File: src/rtl/sobel_janela.sv
// sobel_janela: 3x3 neighbourhood generator (two line buffers + column shift register) feeding the Sobel core.
// Optional macro SOBEL_JANELA_CONTADOR_EN adds the db_num_janelas accepted-window counter.
module sobel_janela #(
  parameter int LARGURA = 64,
  parameter int ALTURA  = 64,
  parameter int CW      = 7,
  parameter int RW      = 7
) (
  input  logic          clock,
  input  logic          reset,
  input  logic [7:0]    pixel_in,
  input  logic          pixel_valid,
  output logic          pixel_ready,
  output logic [71:0]   janela,
  output logic          janela_valida,
  input  logic          janela_aceita,
  output logic          fim_imagem,
  output logic [RW-1:0] db_linha,
  output logic [CW-1:0] db_coluna,
  output logic [1:0]    db_estado
`ifdef SOBEL_JANELA_CONTADOR_EN
  ,
  output logic [15:0]   db_num_janelas
`endif
);

  localparam int AW = (LARGURA > 1) ? $clog2(LARGURA) : 1;

  typedef enum logic [1:0] {
    ENCHE  = 2'd0,
    OPERA  = 2'd1,
    ESPERA = 2'd2
  } estado_t;

  estado_t       estado, estado_n;
  logic [RW-1:0] linha, linha_n;
  logic [CW-1:0] coluna, coluna_n;
  logic [AW-1:0] idx;
  logic [7:0]    lb0 [LARGURA];
  logic [7:0]    lb1 [LARGURA];
  // Each column is {row r-2, row r-1, row r}; col2 is the newest.
  logic [23:0]   col0, col1, col2, col_nova;
  logic          aceito, fim_col, fim_lin, gera, ultimo_px;

  assign idx       = coluna[AW-1:0];
  assign fim_col   = (coluna == CW'(LARGURA - 1));
  assign fim_lin   = (linha == RW'(ALTURA - 1));
  assign aceito    = pixel_valid & pixel_ready;
  assign gera      = aceito & (linha >= RW'(2)) & (coluna >= CW'(2));
  assign ultimo_px = aceito & fim_col & fim_lin;
  assign col_nova  = {lb1[idx], lb0[idx], pixel_in};

  assign pixel_ready   = reset & (~janela_valida | janela_aceita);
  assign janela_valida = (estado == ESPERA);
  assign janela        = {col0[23:16], col1[23:16], col2[23:16],
                          col0[15:8],  col1[15:8],  col2[15:8],
                          col0[7:0],   col1[7:0],   col2[7:0]};

  assign db_linha  = linha;
  assign db_coluna = coluna;
  assign db_estado = estado;

  always_comb begin
    coluna_n = coluna;
    linha_n  = linha;
    if (aceito) begin
      if (fim_col) begin
        coluna_n = '0;
        linha_n  = fim_lin ? '0 : linha + 1'b1;
      end else begin
        coluna_n = coluna + 1'b1;
      end
    end
  end

  always_comb begin
    estado_n = estado;
    case (estado)
      ENCHE:  if (aceito && linha == RW'(1) && fim_col) estado_n = OPERA;
      OPERA: begin
        if (gera)           estado_n = ESPERA;
        else if (ultimo_px) estado_n = ENCHE;
      end
      ESPERA: begin
        // Full throughput: a same-cycle window-producing accept keeps us here.
        if (gera)               estado_n = ESPERA;
        else if (janela_aceita) estado_n = (linha_n < RW'(2)) ? ENCHE : OPERA;
      end
      default: estado_n = ENCHE;
    endcase
  end

  always_ff @(posedge clock or negedge reset) begin
    if (!reset) begin
      estado     <= ENCHE;
      linha      <= '0;
      coluna     <= '0;
      fim_imagem <= 1'b0;
      col0       <= '0;
      col1       <= '0;
      col2       <= '0;
    end else begin
      estado     <= estado_n;
      linha      <= linha_n;
      coluna     <= coluna_n;
      fim_imagem <= ultimo_px;
      if (aceito) begin
        col0 <= col1;
        col1 <= col2;
        col2 <= col_nova;
      end
    end
  end

  // Line buffers need no reset: rows 0 and 1 never emit windows.
  always_ff @(posedge clock) begin
    if (aceito) begin
      lb1[idx] <= lb0[idx];
      lb0[idx] <= pixel_in;
    end
  end

`ifdef SOBEL_JANELA_CONTADOR_EN
  logic janela_tomada;
  assign janela_tomada = janela_valida & janela_aceita;

  always_ff @(posedge clock or negedge reset) begin
    if (!reset) begin
      db_num_janelas <= '0;
    end else if (fim_imagem) begin
      db_num_janelas <= {15'd0, janela_tomada};
    end else if (janela_tomada && db_num_janelas != '1) begin
      db_num_janelas <= db_num_janelas + 1'b1;
    end
  end
`endif

endmodule
File: config.mk
export PLATFORM = sky130hd
export DESIGN_NAME = sobel_janela
export DESIGN_NICKNAME = d
export VERILOG_FILES = /design/src/rtl/sobel_janela.sv
export SDC_FILE = /design/constraint.sdc
export NUM_CORES = 1
export LEC_CHECK = 0
export CELL_PAD_IN_SITES_DETAIL_PLACEMENT = 1
export CELL_PAD_IN_SITES_GLOBAL_PLACEMENT = 1
export CORE_MARGIN = 3
export CORE_UTILIZATION = 35
export DETAILED_ROUTE_END_ITERATION = 8
export PLACE_DENSITY_LB_ADDON = 0.3
export SYNTH_ARGS = -nofsm -noshare
export SYNTH_HDL_FRONTEND = slang
export SYNTH_SLANG_ARGS = --single-unit
File: constraint.sdc
create_clock -name clock -period 5.3 [get_ports clock]
set_input_delay 1.06 -clock clock [delete_from_list [all_inputs] [get_ports clock]]
set_output_delay 1.06 -clock clock [all_outputs]
set_load 0.01 [all_outputs]
# Yosys cells after proc, flatten, opt, wreduce, memory -nomap -nowiden
# Memory sizes are Yosys's and may differ from the RTL's. A register that Yosys moved wholly into a read port is not among the register bits.
# Cells that the tools add are included.
# word_totals
ff_bits,89
mem_bits_rw,1024
in_bits,12
output_inout_bits,91
wordCells,48
n_memories,2
# mem_list
memory,words,width,rd,rd_clocked_by_memory_dff,wr,line,text
lb0,64,8,1,0,1,39,logic [7:0] lb0 [LARGURA];
lb1,64,8,1,1,1,40,logic [7:0] lb1 [LARGURA];
# op_classes
n_addsub,2
n_lt_le_gt_ge,3
eq_ne,8
n_mux,13
bitwise_logic,8
n_reduce_logical,5
# op_table
op,n
7-bit two-way mux,4
7-bit by 1-bit adder with 7-bit output (second input constant),2
7-bit by 6-bit == test with 1-bit output (second input constant),2
7-bit by 2-bit >= comparator with 1-bit output (second input constant),2
2-bit two-way mux,5
7-bit by 1-bit == test with 1-bit output (second input constant),1
7-bit by 2-bit less-than comparator with 1-bit output (second input constant),1
1-bit bitwise AND,6
2-bit one-hot mux with 3 select lines,1
1-bit two-way mux,3
3-bit by 1-bit inequality test with 1-bit output (second input constant),1
3-bit inequality test (second input constant),1
3-bit AND reduction,1
2-bit by 1-bit == test with 1-bit output (second input constant),1
2-bit == test (second input constant),1
1-bit logical AND,2
2-bit zero test,1
2-bit inequality test (second input constant),1
1-bit zero test,1
1-bit inverter,1
1-bit bitwise OR,1

# Depth between registers and ports, before layout
# Gate-level depths: netlist of run 1.
# depth
word_depth,11
mapped_depth,11
depth_no_buf,7

# Worst setup path after synthesis of run 1
# OpenSTA, ideal clock, no wires.
# synth_timing
kind,flip-flop to flip-flop
startpoint,"register coluna[0], in the netlist db_coluna[0]"
endpoint,register col2[8] (read register of lb0)
setup_time_ps,134
arrival_time_ps,3625
t_required_ps,5166
path_slack_ps,1541
stages_incl_launch_ff,11
path_buffers,5
period_less_slack_ps,3759
path_cell_list,dfrtp_1 > buf_6 > buf_2 > buf_2 > buf_4 > buf_2 > mux2i_1 > nor2_1 > o31ai_1 > nand4_1 > mux2_2
# synth_via
elab_chain_cells,1
# synth_rtl
element,line,text
"start, declared",37,"logic [CW-1:0] coluna, coluna_n;"
"start signal, assigned",105,coluna <= coluna_n;
memory read 64 x 8 bit,-,
via col_nova[8],42,"logic [23:0] col0, col1, col2, col_nova;"
"end, declared",42,
# The timed path passes the listed nets, and every way through them passes these cells.
# A chain may end at the register's enable or synchronous reset.

# Worst setup path after layout of run 1
# Same ends and word-level chain as after synthesis.

==> results of run 1 <==
how the worst min path moves through the flow:
stage          slack, ns  depth (start not counted)      endpoint
2_1_floorplan       0.51                          2       col0[0]
3_3_place_gp        0.46                          2       col0[2]
3_5_place_dp        0.47                          2       col0[2]
4_1_cts             0.42                          2  db_estado[1]
5_1_grt             0.45                          2   db_linha[1]
6_report            0.44                          2   db_linha[1]
metal layers:
metal / track usage / vias to the layer above
met5: 0 / -
met4: 0.0966 / 6
met3: 0.0430 / 291
met2: 0.365 / 1446
met1: 0.315 / 14200
li1: - / 10600
power by group through the flow:
stage	logic (mW)	registers (mW)	clock network, mW
2_1_floorplan	3.82	11.7	0
3_3_place_gp	7.87	11.8	0
3_5_place_dp	8.07	11.8	0
4_1_cts	8.09	11.6	7.90
5_1_grt	8.47	11.7	8.26
6_report	8.17	11.6	7.79
worst reg2reg max path, cell delays in order (launching register included):
cell and delay (ns):
dfrtp_4 0.91, inv_2 0.58, buf_4 0.36, mux4_2 0.27, a31oi_1 0.31, nor4_1 1.01
nand4_1 0.26, buf_4 0.35, mux2_2 0.39
sequential cells by signal, summed over array words and instances, names as in the netlist:
name,cells
lb1,512
lb0,512
col2,24
fim_imagem,1
col0,24
db_coluna,7
col1,24
db_estado,2
db_linha,7
layout make-up:
| cell class | count | area (µm²) | area share |
|---|---|---|---|
| Multi-Input combinational cell | 1230 | 9500 | 0.187 |
| Clock buffer | 149 | 3080 | 0.0607 |
| Timing Repair Buffer | 293 | 2570 | 0.0508 |
| Sequential cell | 1113 | 33000 | 0.651 |
| Tap cell | 1625 | 2030 | 0.0401 |
| Inverter | 6 | 22.5 | 0.000444 |
| Clock inverter | 62 | 499 | 0.00985 |
synthesized netlist by cell type (all sizes together) (11+ instances only):
cell type / count
a21oi: 50
a221oi: 105
and3: 14
o21ai: 60
nand4: 11
a221o: 14
edfxtp: 1024
nand2: 237
mux2: 71
nor2: 115
a31oi: 19
nand3: 21
nor3: 19
a22oi: 77
mux2i: 113
mux4: 74
o22ai: 60
clkbuf: 85
dfrtp: 89
buf: 83
a22o: 13
cells by family after synthesis:
kind of cell,synth area share
buffers and inverters,0.0188
multiplexers,0.0835
AO/OA/AOI/OAI,0.0807
adder cells (fa/ha/maj),0.00145
XOR/XNOR,0.00101
AND/OR/NAND/NOR,0.0507
flip-flops,0.764
==> key figures, run 1 <==
Placement
  – Placed cells: between 4000 and 5000
  – Post-DP HPWL: a little over 90000 µm
  – PortBufs: 102
  – Pre-CTS WS: between 0.9 and 1 ns
  – Final GP Congestion: around 0.94
  – Post-DP Area: roughly 47000 µm²

Floorplanning
  – Die Area: 128000 µm²
  – Num ports: just over 100
  – Starting Density: 0.353
  – Placeable core area: 122000 µm²
  – Chip Width: 357 µm
  – Row count: between 100 and 150
  – Die height: between 300 and 400 µm

Worst setup path
  – Cells on worst reg2reg path: 8
  – Worst-path maximum fanout: 41
  – Worst reg-to-reg setup slack: 0.73 ns
  – Startpoint types: flop
  – Buf/Inv on CP: 3
  – Slowest stage delay, CP: around 1.0 ns
  – WP data arrival: roughly 5 ns
  – CP Class: reg -> reg
  – Worst Setup EP: col2[8]
  – CP Launch Point: db_coluna[0]
  – Crit-path cells: inv_2 -> buf_4 -> mux4_2 -> a31oi_1 -> nor4_1 -> nand4_1 -> buf_4 -> mux2_2
  – Critical Path Sink Type: flop
  – Most Frequent Cell on Critical Path: buf_4
  – Reg2reg end: col2[8]
  – Cell family with most CP delay: simple AND/OR/NAND/NOR gates
  – Crit path depth: 8
  – CP max-delay cell: nor4_1
  – RR Startpoint: db_coluna[0]
  – CP Data Required Time: a little under 6 ns

STA
  – Setup tns final: 0 ns
  – Clk_skew: between 0.02 and 0.03 ns
  – Worst slew pin tran: ~1.2 ns
  – Final Cycle Share: 0.862
  – Hold Vio Cnt, Final: 0
  – Final worst slack: ~0.73 ns
  – Fin crit period: 4.57 ns
  – Final setup vio count: 0
  – Slew headroom: 0.194
  – RSZ-0062 raised after global routing: no
  – Fmax: ~220 MHz
  – Final Max Slew Viols: 0
  – WHS: 0.436 ns

Finish
  – Final std cells w/o fill: approximately 4500
  – Layout Utilization: 0.415
  – Ant. Diodes: 0
  – Share of cells above drive strength 1: 0.189
  – Fill count: approximately 12000
  – Commonest non-fill, non-tap cell in the layout: edfxtp_1
  – Fin nets: 2776
  – Most frequent cells in the layout: edfxtp_1, nand2_1, buf_4
  – Area grow syn2layout: 17.4%
  – Fin area: 50700 µm²

Clock tree
  – Clock buffer depth: 3
  – TritonCTS clock tree: done
  – Clk sinks: ~1100
  – CTS H-tree depth: 3
  – Clock-pin slew on the worst setup and hold paths: around 0.06 ns
  – Root Buffer: clkbuf_16
  – Postcts setup bufs: 0
  – Post-CTS Resized: 0
  – CTS buffer count: roughly 120
  – Worst skew pair latency: roughly 0.7 ns
  – Hold buffers post-CTS: 0

Drt
  – Via/cell ratio: around 5.9
  – Met3 routed WL: between 10000 and 15000 µm
  – Met2 wire len: roughly 70000 µm
  – DRT met1 WL: a little under 60000 µm
  – DRT antenna net count: 0
  – Wire length per cell: approximately 33 µm
  – Pre-Repair DR Iteration Count: 8
  – DR top layer: met5
  – Vias: 26500
  – Drt drc: 0
  – Number of DRC markers in iteration 0: 3470
  – Final WL: ~150000 µm

Logic synthesis
  – Synth warn: 0
  – Synth Area per Inst: ~17 µm²
  – Post-Syn Area: around 43000 µm²
  – Synth area leaders: edfxtp_1, dfrtp_1, mux4_2, mux2i_1, a221oi_1
  – Share of the synthesized area in the top cell type: 0.712
  – #FFs+latches synth: 1113
  – Syn_nets: roughly 2500
  – Library cells used by synthesis: 79
  – Register area share after synthesis: 0.764
  – Asr flop ratio synth: 0.0800
  – Number of flops mapped to enable cells by yosys: approximately 1000
  – Gate Count Post-Synth: around 2500
  – Largest area contributor in the netlist: edfxtp_1
  – Ys flop type: edfxtp_1

Global routing
  – Antenna violations before repair: 10
  – First-pass GRT wire length: approximately 210000 µm
  – Largest net degree at the start of global routing: 77
  – Global route total overflow: 0
  – All-Layer GR Usage: 0.231
  – Vias in the first global route: around 27000

Pwr
  – Net switching power: between 9 and 10 mW
  – Clock power share: 0.282
  – Power consumption: 27.6 mW
  – Switching fraction of total power: 0.345
  – Maximum VDD drop: around 0.41 mV
  – P_int: approximately 18 mW
  – Seq pwr share: 0.422
  – Logic pwr share: 0.296
  – Power per cell area: between 500 and 600 nW/µm²
  – Static leakage: between 15 and 20 nW

Job
  – Maxcap violations: 0

Worst hold path
  – HP Class: in -> async

Outcome
  – Outcome: complete, no violations
Power figures use the tool's default switching activity.
==> inputs of run 2 (changes only) <==
- CORE_ASPECT_RATIO: not set -> 1.75
- MAX_ROUTING_LAYER: not set -> met4
==> key figures, run 2 (synthesis results as in run 1) <==
Outcome
  – Outcome: complete, no violations

Finish
  – Commonest non-fill, non-tap cell in the layout: edfxtp_1
  – Fin nets: 2752 (-0.86%)
  – Final std cells w/o fill: 4447 (-0.69%)
  – Share of cells above drive strength 1: 0.183 (-0.00520)
  – Area grow syn2layout: 16.5%
  – Layout Utilization: 0.413 (-0.00180)
  – Area of the multi-input gates: 9500 µm² (about the same)
  – Most frequent cells in the layout: edfxtp_1, nand2_1, buf_4
  – Top flop regs: lb0: 512 flops, lb1: 512 flops
  – Sequential cell area: 33000 µm² (unchanged)
  – Fin area: 50300 µm² (-0.76%)
  – Fill count: 12000 (+1.0%)

STA
  – WHS: 0.276 ns (-0.160 ns)
  – Clk_skew: 0.0162 ns (-0.0113 ns)
  – Slew headroom: 0.0204 (-0.173)
  – Worst slew pin tran: 1.45 ns (+0.256 ns)
  – Setup tns final: 0 ns (unchanged)
  – RSZ-0062 raised after global routing: no
  – Final Max Slew Viols: 0 (unchanged)
  – Fmax: 220 MHz (+0.39%)
  – Fin crit period: 4.55 ns (-0.0178 ns)
  – Final Cycle Share: 0.859 (-0.00336)
  – Hold Vio Cnt, Final: 0 (unchanged)
  – Final setup vio count: 0 (unchanged)

Drt
  – Via/cell ratio: 5.87 (-0.88%)
  – Drt drc: 0 (unchanged)
  – Number of DRC markers in iteration 0: 2781 (-20%)
  – Wire length per cell: 35.1 µm (+5.2%)
  – Final WL: 156000 µm (+4.5%)
  – DRT antenna net count: 0 (unchanged)
  – Vias: 26100 (-1.6%)
  – Pre-Repair DR Iteration Count: 5 (-3)

Clock tree
  – Clock buffer depth: 3 (unchanged)
  – Clk sinks: 1113 (unchanged)
  – Post-CTS Resized: 0 (unchanged)
  – Clock-pin slew on the worst setup and hold paths: 0.07 ns (about the same)
  – Worst skew pair latency: 0.71 ns (about the same)
  – Root Buffer: clkbuf_16
  – CTS buffer count: 96 (-17%)
  – TritonCTS clock tree: done
  – Hold buffers post-CTS: 0 (unchanged)
  – Postcts setup bufs: 0 (unchanged)
  – CTS H-tree depth: 3 (unchanged)

Job
  – Maxcap violations: 0 (unchanged)

Worst setup path
  – CP Data Required Time: 5.71 ns (-0.16 ns)
  – CP Class: reg -> reg
  – WP data arrival: 4.96 ns (-0.18 ns)
  – Worst-path maximum fanout: 64 (+56%)
  – Critical Path Sink Type: flop
  – Startpoint types: flop

Pwr
  – Power per cell area: 538 nW/µm² (-1.0%)
  – Maximum VDD drop: 0.349 mV (-16%)
  – Static leakage: 16.6 nW (-1.2%)
  – Clock power share: 0.272 (-0.010)
  – P_int: 17.7 mW (-1.9%)
  – Net switching power: 9.38 mW (-1.6%)
  – Logic pwr share: 0.298 (+0.002)
  – Switching fraction of total power: 0.346 (+0.000870)
  – Seq pwr share: 0.430 (+0.008)

Placement
  – Post-DP Area: 47100 µm² (-0.15%)
  – Post-DP HPWL: 100000 µm (+7.4%)
  – Final GP Congestion: 0.915 (-2.2%)
  – Placed cells: 4260 (-0.16%)
  – PortBufs: 102 (unchanged)

Global routing
  – Largest net degree at the start of global routing: 76 (-1.3%)
  – Global route total overflow: 0 (unchanged)
  – Antenna violations before repair: 8 (-2)
  – First-pass GRT wire length: 218000 µm (+3.8%)
  – All-Layer GR Usage: 0.250 (+0.0185)
  – Vias in the first global route: 27300 (+1.7%)

Floorplanning
  – Die Area: 128000 µm² (+0.13%)
  – Chip Width: 271 µm (-24%)
  – Num ports: 103 (unchanged)
  – Placeable core area: 122000 µm² (-0.33%)
  – Row count: 169 (+32%)
  – Starting Density: 0.354 (+0.00116)
  – Die height: 471 µm (+32%)

Worst hold path
  – HP Class: in -> async
## run 2: routing by layer
layer | track usage | vias to the layer above | routed length [µm]
met4 | 0.181 | 0 | 13800
met5 | - | - | 0
met3 | 0.0368 | 421 | 9730
li1 | - | 10500 | -
met1 | 0.268 | 13900 | 53500
met2 | 0.422 | 1292 | 79100
## run 2: worst max-delay path, cell delays in order, from the launching register on
cell and delay (ns):
dfrtp_4 1.06, buf_4 0.38, buf_4 0.50, mux2i_1 0.28, o22ai_1 0.13, o21ai_0 0.39
nand2_1 0.36, a211oi_2 0.66, nand2_2 0.15, buf_12 0.25
## run 2: layout make-up
type,count,area share
flip-flops and latches,1113,0.656
inverters,6,0.000448
clock buffers,121,0.0515
well taps,1624,0.0404
clock inverters,56,0.0126
diodes,9,0.000448
repair buffers,288,0.0502
multi-input cells,1230,0.189
## run 2: worst paths after layout
kind	startpoint	endpoint	slack, ns	cells after the start
min reg2reg	col0[22]	col0[22]	0.47	2
max in group asynchronous	reset	col0[13]	3.76	2
max reg2reg	db_coluna[0]	lb1[46][3]	0.75	9
min in group clock	col0[22]	col0[22]	0.47	2
max	db_coluna[0]	lb1[46][3]	0.75	9
min	reset	col0[1]	0.28	1
## run 2: power groups by stage
| stage | Clock, mW | Combinational, mW | Sequential, mW |
|---|---|---|---|
| after floorplan | 0 | 3.82 | 11.7 |
| after global placement | 0 | 7.87 | 11.8 |
| after detailed placement | 0 | 8.05 | 11.8 |
| after CTS | 7.49 | 8.07 | 11.6 |
| after global routing | 7.81 | 8.39 | 11.7 |
| final | 7.37 | 8.08 | 11.6 |
## run 2: through the flow
step / power [mW] / setup WS (ns)
5_1_grt: 27.9 / 0.672
6_report: 27.1 / 0.747
4_1_cts: 27.2 / 0.457
3_3_place_gp: 19.7 / 0.473
3_5_place_dp: 19.9 / 0.469
2_1_floorplan: 15.6 / 1.54
